$ cat config.mk
export PLATFORM = sky130hd
export DESIGN_NAME = lifo_fifo_buf
export DESIGN_NICKNAME = d
export VERILOG_FILES = /design/src/rtl/lifo_fifo_pkg.sv /design/src/rtl/buf_regfile.sv /design/src/rtl/lifo_fifo_buf.sv
export SDC_FILE = /design/constraint.sdc
export NUM_CORES = 1
export LEC_CHECK = 0
export ABC_AREA = 1
export CAP_MARGIN = 10
export CORE_MARGIN = 8
export CORE_UTILIZATION = 25
export CTS_CLUSTER_DIAMETER = 60
export CTS_CLUSTER_SIZE = 24
export DETAILED_ROUTE_END_ITERATION = 16
export PLACE_DENSITY = 0.49
export SLEW_MARGIN = 20
export SYNTH_ARGS = -nofsm -noshare
export SYNTH_HDL_FRONTEND = slang
export SYNTH_SLANG_ARGS = --single-unit
$ cat constraint.sdc
create_clock -name clk -period 7 [get_ports clk]
set_clock_uncertainty 0.2 [all_clocks]
set_input_delay 0.7 -clock clk [delete_from_list [all_inputs] [get_ports clk]]
set_output_delay 0.7 -clock clk [all_outputs]
set_load 0.005 [all_outputs]
$ cat src/rtl/lifo_fifo_pkg.sv
// Shared definitions for the lifo_fifo_buf storage buffer.
//   MODE_LIFO / MODE_FIFO : encodings of the ordering-mode bit
//   op_t                  : per-cycle operation decoded from wn/rn/full/empty
package lifo_fifo_pkg;

  localparam logic MODE_LIFO = 1'b0;
  localparam logic MODE_FIFO = 1'b1;

  typedef enum logic [2:0] {
    OP_IDLE,
    OP_PUSH,
    OP_POP,
    OP_SWAP,    // pop and push on the same edge, occupancy unchanged
    OP_DROP,    // push against a full buffer
    OP_REFUSE   // pop against an empty buffer
  } op_t;

endpackage

$ cat src/rtl/buf_regfile.sv
// Storage array for lifo_fifo_buf: DEPTH words of DATA_W bits.
//   clk   : write clock
//   we    : write enable, samples wdata into mem[waddr] on the rising edge
//   waddr : write index
//   wdata : write data
//   raddr : read index
//   rdata : asynchronous read of mem[raddr]
// The array has no reset; the owner tracks which entries are valid.
module buf_regfile #(
  parameter int DATA_W = 16,
  parameter int DEPTH  = 8,
  localparam int PTR_W = $clog2(DEPTH)
) (
  input  logic              clk,
  input  logic              we,
  input  logic [PTR_W-1:0]  waddr,
  input  logic [DATA_W-1:0] wdata,
  input  logic [PTR_W-1:0]  raddr,
  output logic [DATA_W-1:0] rdata
);

  logic [DATA_W-1:0] mem [DEPTH];

  always_ff @(posedge clk) begin
    if (we) mem[waddr] <= wdata;
  end

  assign rdata = mem[raddr];

endmodule

$ cat src/rtl/lifo_fifo_buf.sv
// Single-clock buffer with run-time selectable LIFO/FIFO ordering.
//   clk, rst_n : clock, asynchronous active-low reset
//   mode       : requested ordering (0 LIFO, 1 FIFO); adopted only when empty or on clr
//   clr        : synchronous flush, overrides wn/rn
//   wn, in     : push request and data
//   rn         : pop request
//   out        : registered pop data, held between pops
//   full/empty : derived from count
//   count      : occupancy
//   ovf / udf  : one-cycle pulses for a dropped push / refused pop
//   mode_q     : ordering currently in force
module lifo_fifo_buf
  import lifo_fifo_pkg::*;
#(
  parameter int DATA_W = 16,
  parameter int DEPTH  = 8,
  localparam int CNT_W = $clog2(DEPTH+1)
) (
  input  logic              clk,
  input  logic              rst_n,
  input  logic              mode,
  input  logic              clr,
  input  logic              wn,
  input  logic              rn,
  input  logic [DATA_W-1:0] in,
  output logic [DATA_W-1:0] out,
  output logic              full,
  output logic              empty,
  output logic [CNT_W-1:0]  count,
  output logic              ovf,
  output logic              udf,
  output logic              mode_q
);

  localparam int PTR_W = $clog2(DEPTH);

  op_t               op;
  logic [PTR_W-1:0]  rd_ptr, wr_ptr, rd_ptr_nxt, wr_ptr_nxt;
  logic [PTR_W-1:0]  sp_lo, top, waddr, raddr;
  logic [CNT_W-1:0]  count_nxt;
  logic [DATA_W-1:0] rdata;
  logic              we, load_out, ovf_nxt, udf_nxt;

  assign full  = (count == CNT_W'(DEPTH));
  assign empty = (count == '0);

  // In LIFO mode the stack pointer is count itself; only its low bits
  // index storage because a push is never performed at count == DEPTH.
  assign sp_lo = count[PTR_W-1:0];
  assign top   = sp_lo - PTR_W'(1);

  always_comb begin
    op = OP_IDLE;
    if (wn && rn)  op = empty ? OP_PUSH   : OP_SWAP;
    else if (wn)   op = full  ? OP_DROP   : OP_PUSH;
    else if (rn)   op = empty ? OP_REFUSE : OP_POP;
  end

  always_comb begin
    count_nxt  = count;
    rd_ptr_nxt = rd_ptr;
    wr_ptr_nxt = wr_ptr;
    we         = 1'b0;
    load_out   = 1'b0;
    ovf_nxt    = 1'b0;
    udf_nxt    = 1'b0;
    waddr      = (mode_q == MODE_FIFO) ? wr_ptr : sp_lo;
    raddr      = (mode_q == MODE_FIFO) ? rd_ptr : top;
    if (clr) begin
      count_nxt  = '0;
      rd_ptr_nxt = '0;
      wr_ptr_nxt = '0;
    end else begin
      ovf_nxt = (op == OP_DROP);
      // A pop against empty is refused even when a push accompanies it.
      udf_nxt = rn && empty;
      case (op)
        OP_PUSH: begin
          we        = 1'b1;
          count_nxt = count + CNT_W'(1);
        end
        OP_POP: begin
          load_out  = 1'b1;
          count_nxt = count - CNT_W'(1);
        end
        OP_SWAP: begin
          we       = 1'b1;
          load_out = 1'b1;
        end
        default: ;
      endcase
      if (mode_q == MODE_FIFO) begin
        if (we)       wr_ptr_nxt = wr_ptr + PTR_W'(1);
        if (load_out) rd_ptr_nxt = rd_ptr + PTR_W'(1);
      end else if (op == OP_SWAP) begin
        // LIFO swap overwrites the old top, which is read out on the same edge.
        waddr = top;
      end
    end
  end

  always_ff @(posedge clk or negedge rst_n) begin
    if (!rst_n) begin
      out    <= '0;
      count  <= '0;
      ovf    <= 1'b0;
      udf    <= 1'b0;
      mode_q <= MODE_LIFO;
      rd_ptr <= '0;
      wr_ptr <= '0;
    end else begin
      count  <= count_nxt;
      ovf    <= ovf_nxt;
      udf    <= udf_nxt;
      rd_ptr <= rd_ptr_nxt;
      wr_ptr <= wr_ptr_nxt;
      if (load_out) out <= rdata;
      // Mode switches only across an empty boundary, so FIFO pointers
      // are always equal whenever FIFO ordering takes over.
      if (clr || count_nxt == '0) mode_q <= mode;
    end
  end

  buf_regfile #(
    .DATA_W (DATA_W),
    .DEPTH  (DEPTH)
  ) u_regfile (
    .clk   (clk),
    .we    (we),
    .waddr (waddr),
    .wdata (in),
    .raddr (raddr),
    .rdata (rdata)
  );

endmodule

==> out/qor.csv <==
stage;metric;value;unit
cts;CTS Hold Bufs;0;
worst_setup_path;delay of the slowest critical-path stage;0.67;ns
job;Max Cap Viol;0;
global_route;initial antenna violation count;0;
worst_setup_path;critical-path maximum fanout;10;
yosys;Syn Nets;579;
global_route;pin count of the biggest net entering global routing;97;
floorplanning;core area;26100;um2
worst_setup_path;Crit. End Element;register;
yosys;adder-cell share of the synthesized area;0.0143;
sta;Hold Vio Cnt, Final;0;
global_route;GRT overflow;0;
worst_setup_path;Startpoint Class;input port;
placement;detailed placer's ending HPWL;9560;um
global_route;all-layer global routing usage;0.104;
cts;post-cts resize count;0;
sta;slew margin rel.;0.385;
cells_and_area;ANT cells;0;
global_route;GRT met2 Usage;0.165;
sta;RSZ-0062 raised after global routing;false;
yosys;mux cell area share after synthesis;0;
cells_and_area;Final nets;627;
cts;Num CTS Buffers;17;
route;drc violations;0;
yosys;Cells after Synth;550;
floorplanning;row cnt;59;
sta;slew at the pin with the worst max-slew slack;0.922;ns
yosys;Mean Syn Cell Area;12.1;um2
placement;port bufs;46;
placement;dpl cell area;7410;um2
yosys;Synth cell types;29;
worst_setup_path;CP Data Arrival Time;3.28;ns
cts;CTS Buffer Depth;2;
sta;Period Utilization, post-route;0.481;
cts;clock latency on the worst-skew pair;0.42;ns
yosys;total number of yosys warnings;0;
power;Pwr Density;403;nW/um2
floorplanning;DIE AREA;32000;um2
cts;clk slew on worst S/H paths;0.06;ns
yosys;complex-gate fraction of the synthesized area;0.160;
floorplanning;initial core utilization;0.254;
worst_setup_path;critical path, cell by cell;clkdlybuf4s50_1 -> clkinv_1 -> nand4_2 -> nand2_1 -> o21ai_1 -> nand2_1 -> nor2_1 -> buf_4;
worst_setup_path;buffer and inverter count on the worst path;3;
sta;post-layout min period;3.36;ns
global_route;met1 Resource Use GR;0.136;
route;Initial DRC Count;424;
route;vias per cell;4.57;
cts;buffer count from post-CTS setup fixing;0;
worst_setup_path;WS Path Type;in -> reg;
placement;Cells after DPL;914;
yosys;Yosys reg bits;157;
power;Design Power;3.25;mW
power;Worst VDD drop;0.000193;V
cts;CTS tree;done;
global_route;first-pass GRT wire length;24800;um
placement;RePlAce Congestion;0.765;
global_route;vias in the first global route;4247;
sta;Slew Viols, Final;0;
cells_and_area;share of layout cells above drive strength 1;0.0933;
global_route;Most Crowded Layer GR;met2;
floorplanning;IO Count;47;
floorplanning;Die W;179;um
cells_and_area;finished layout cell area;8050;um2
worst_setup_path;delay-heaviest family, CP;buffers and inverters;
route;DRT Wirelength;16100;um
route;Routed Antenna Nets;0;
sta;Final setup viols;0;
yosys;largest family of logic cells by synthesized area;compound AO/OA/AOI/OAI gates;
worst_setup_path;CP dominant cell by count;nand2_1;
worst_setup_path;Req. time, crit path;6.92;ns
yosys;Synth Area in Simple Gates;0.0691;
yosys;post-synthesis xor/xnor area fraction;0.00528;
yosys;register area share after synthesis;0.689;
outcome;status;completed;
sta;final hold slack;0.282;ns
sta;setup_tns;0;ns
hold_path;Min-Delay Path Class;reg -> reg;
sta;fmax;297;MHz
cells_and_area;Post-Layout Cell Count;946;
worst_setup_path;slowest CP cell;clkdlybuf4s50_1;
floorplanning;die height;179;um
cts;H-Tree Depth;4;
route;vias;4324;
route;WL/cell;17.0;um
global_route;met3 Resource Use GR;0.0295;
yosys;Post-Synthesis Cell Area;6630;um2
power;leakage power;2.96;nW
cells_and_area;P&R area growth vs syn;21.4;%
cts;CTS sink count;157;
cts;Root Driver;clkbuf_16;
route;drt first pass iters;4;
==> final timing paths <==
kind / from / endpoint / slack (ns) / cells past startpoint
max: clr / u_regfile.mem[7][5] / 3.64 / 8
min reg2reg: out[7] / out[7] / 0.28 / 2
min: out[7] / out[7] / 0.28 / 2
max reg2reg: mode_q / out[0] / 3.64 / 7
min in group asynchronous: rst_n / udf / 0.49 / 2
max in group asynchronous: rst_n / out[2] / 5.79 / 2
==> synth_stat cells, drive strengths merged <==
master,n,area share
o21ai,89,0.069
nand3,17,0.014
nor2,19,0.012
nor3,2,0.0015
buf,17,0.023
nand4,1,0.0019
a21oi,65,0.049
o211ai,33,0.037
clkbuf,12,0.0068
a211oi,1,0.0011
o31ai,2,0.0023
fa,1,0.0030
clkinv,1,0.00057
o21bai,1,0.0011
ha,6,0.011
edfxtp,128,0.58
dfrtp,29,0.11
xnor2,4,0.0053
inv,57,0.032
nand2,65,0.040
==> where the power goes <==
part / internal (mW) / total, mW / switching, mW
sequential: 1.13 / 1.20 / 0.0676
combinational: 0.377 / 1.05 / 0.669
clock: 0.635 / 1.00 / 0.369
total: 2.14 / 3.25 / 1.11
==> layer usage <==
metal	wire [um]	share of wire
met1	7400	0.46
met2	7650	0.48
met3	921	0.057
met4	116	0.0072
met5	0	0
==> through the flow <==
step | setup slack [ns] | util
floorplan | 4.14 | -
global placement | 3.31 | 0.284
detailed placement | 3.18 | 0.284
CTS | 3.61 | 0.309
global route | 3.34 | 0.309
finish | 3.64 | 0.309
==> cells by family after synthesis <==
family | Yosys count
buffers and inverters | 87
AO/OA/AOI/OAI | 191
XOR/XNOR | 4
adder cells (fa/ha/maj) | 7
flip-flops | 157
AND/OR/NAND/NOR | 104
==> worst min-delay path, delay by kind of cell, from the launching register on <==
family,cells,cell delay [ns]
flops,1,0.34
simple gates,2,0.10
==> registers in the layout, summed over array words and instances (netlist names) <==
| register | flops |
|---|---|
| u_regfile.mem | 128 |
| out | 16 |
| count | 4 |
| rd_ptr | 3 |
| wr_ptr | 3 |
| mode_q | 1 |
| ovf | 1 |
| udf | 1 |
==> area by class of cell <==
type,instances,area (um2)
clock buffers,18,429
clock inverters,14,213
fillers,2606,18000
inverters,58,218
multi-input cells,306,1650
flip-flops and latches,157,4570
well taps,335,419
repair buffers,58,551
==> layout by cell type (no fill, tap or decap), drive strengths merged <==
cell type	count
nor2	19
nor3	2
clkbuf	18
nand2	65
clkinv	6
edfxtp	128
o211ai	33
inv	61
o31ai	2
fa	1
a21oi	65
a211oi	1
nand3	17
ha	6
bufinv	5
dfrtp	29
o21bai	1
buf	12
clkdlybuf4s50	46
o21ai	89
xnor2	4
nand4	1
(Power assumes the default switching activity.)
==> variant: new RTL, config.mk and constraints unchanged <==
`DEPTH` is set to 8 in 2 places; all go to 16.
--- a/src/rtl/buf_regfile.sv
+++ b/src/rtl/buf_regfile.sv
@@ -10,3 +10,3 @@
   parameter int DATA_W = 16,
-  parameter int DEPTH  = 8,
+  parameter int DEPTH  = 16,
   localparam int PTR_W = $clog2(DEPTH)
--- a/src/rtl/lifo_fifo_buf.sv
+++ b/src/rtl/lifo_fifo_buf.sv
@@ -15,3 +15,3 @@
   parameter int DATA_W = 16,
-  parameter int DEPTH  = 8,
+  parameter int DEPTH  = 16,
   localparam int CNT_W = $clog2(DEPTH+1)
Interface: changed (resized count); port bits go from 47 to 48. The function was not compared with the original's and may differ.
==> variant against the original RTL <==
  * Setup slack got worse by 0.63 ns
  * Synthesized area rose by 83%
  * Cell area rose by 77%
  * Sequential cell count rose by 131
  * Critical endpoint is now u_regfile.mem[4][13]
  * Critical path type is now reg2reg
  * Combinational power rose by 88%
  * Maximum frequency fell by 16%
  * Power rose by 74%
  * Routed wire length rose by 100%
  * Synthesized cell count rose by 79%
  * Hold slack got worse by 0.20 ns
==> variant: results (changes against the original RTL) <==
- Status: finished, final reports clean (unchanged)
- Hold_ws: 0.0789 ns (was 0.282 ns)
- # port buffers: 47 (was 46)
- Largest net degree at the start of global routing: 116 (was 97)
- CP arrival: 3.97 ns (was 3.28 ns)
- CP Max Fanout: 65 (was 10)
- Hold Crit Class: in2async (was reg2reg)
- Final std cells w/o fill: 1657 (was 946)
- Post-synth top cells: edfxtp_1 (256), a21oi_1 (132), o21ai_0 (110) (was edfxtp_1 (128), a21oi_1 (65), nand2_1 (61))
- P_leak: 4.77 nW (was 2.96 nW)
- Met3 Use GR: 2.34% (was 2.95%)
- Reg2reg setup slack: 3.00 ns (was 3.64 ns)
- Synth top area cells: edfxtp_1 (63%), dfrtp_1 (6.6%), a21oi_1 (5.4%), o21ai_0 (4.5%), o211ai_1 (4.0%) (was edfxtp_1 (58%), dfrtp_1 (11%), a21oi_1 (4.9%), o211ai_1 (3.7%), o21ai_0 (3.6%))
- Slew @ Worst Pin: 1.07 ns (was 0.922 ns)
- GPL Wtd Cong: 0.778 (was 0.765)
- Post-Place Cells: 1608 (was 914)
- 1st-pass router iterations: 5 (was 4)
- Clock Tree Buf Depth: 3 (was 2)
- VDD IR max: 0.221 mV (was 0.193 mV)
- Vias in the first global route: 7574 (was 4247)
- Tot GR Track Use: 11.3% (was 10.4%)
- Via count: 7840 (was 4324)
- Post-synthesis sequential area ratio: 69.8% (was 68.9%)
- DRT iter0 DRCs: 688 (was 424)
- Mapped Cells: 985 (was 550)
- Initial core utilization: 25.1% (was 25.4%)
- Clock insertion delay at the later pin of the skew report: 0.57 ns (was 0.42 ns)
- Worst Reg-to-Reg Cells: 9 (was 7)
## variant: cell types whose count changed in the layout (fill, tap and decap cells not counted), sizes merged, moves of 17 or more
| cell | change |
|---|---|
| edfxtp | +128 |
| a21oi | +68 |
| o21ai | +66 |
| inv | +54 |
| nand3 | +35 |
| o211ai | +32 |
| nor2 | +22 |
| nand2 | -21 |
| a31oi | +17 |
## variant: area by class of cell
class / instances / share of cell area, %
multi-input cells: 528 / 21.3
inverters: 104 / 2.77
repair buffers: 66 / 4.27
flip-flops and latches: 288 / 59.6
well taps: 622 / 5.47
diodes: 1 / 0.0176
clock inverters: 21 / 1.89
clock buffers: 27 / 4.67
## variant: power by group
part | internal (mW) | switching, mW
clock | 0.788 | 0.758
combinational | 0.634 | 1.34
sequential | 2.01 | 0.110
## variant: cell families (layout without fill, tap and decap cells)
logic type	after synthesis	count (layout)	share of synthesized area, %
fa+ha+maj	5	5	0.514
xor+xnor	3	3	0.216
flops	288	288	69.8
buf+inv	169	218	6.04
other cells	0	1	0
compound gates	371	371	17.1
simple gates	149	149	6.35
## variant: per-layer routing
metal  up-vias  routed length [µm]
met1      3925               16600
met3        51                1570
met2       172               13500
li1       3690                   -
met4         2                 912
met5         -                  11
## variant: worst max path at each step
stage	slack, ns	from	depth (start not counted)	endpoint
finish	3.00	mode_q	9	u_regfile.mem[4][13]
global placement	2.88	mode_q	9	out[1]
floorplan	4.02	count[0]	13	u_regfile.mem[0][0]
CTS	2.75	mode_q	8	out[1]
detailed placement	2.81	mode_q	9	out[1]
global route	2.66	mode_q	9	u_regfile.mem[4][6]
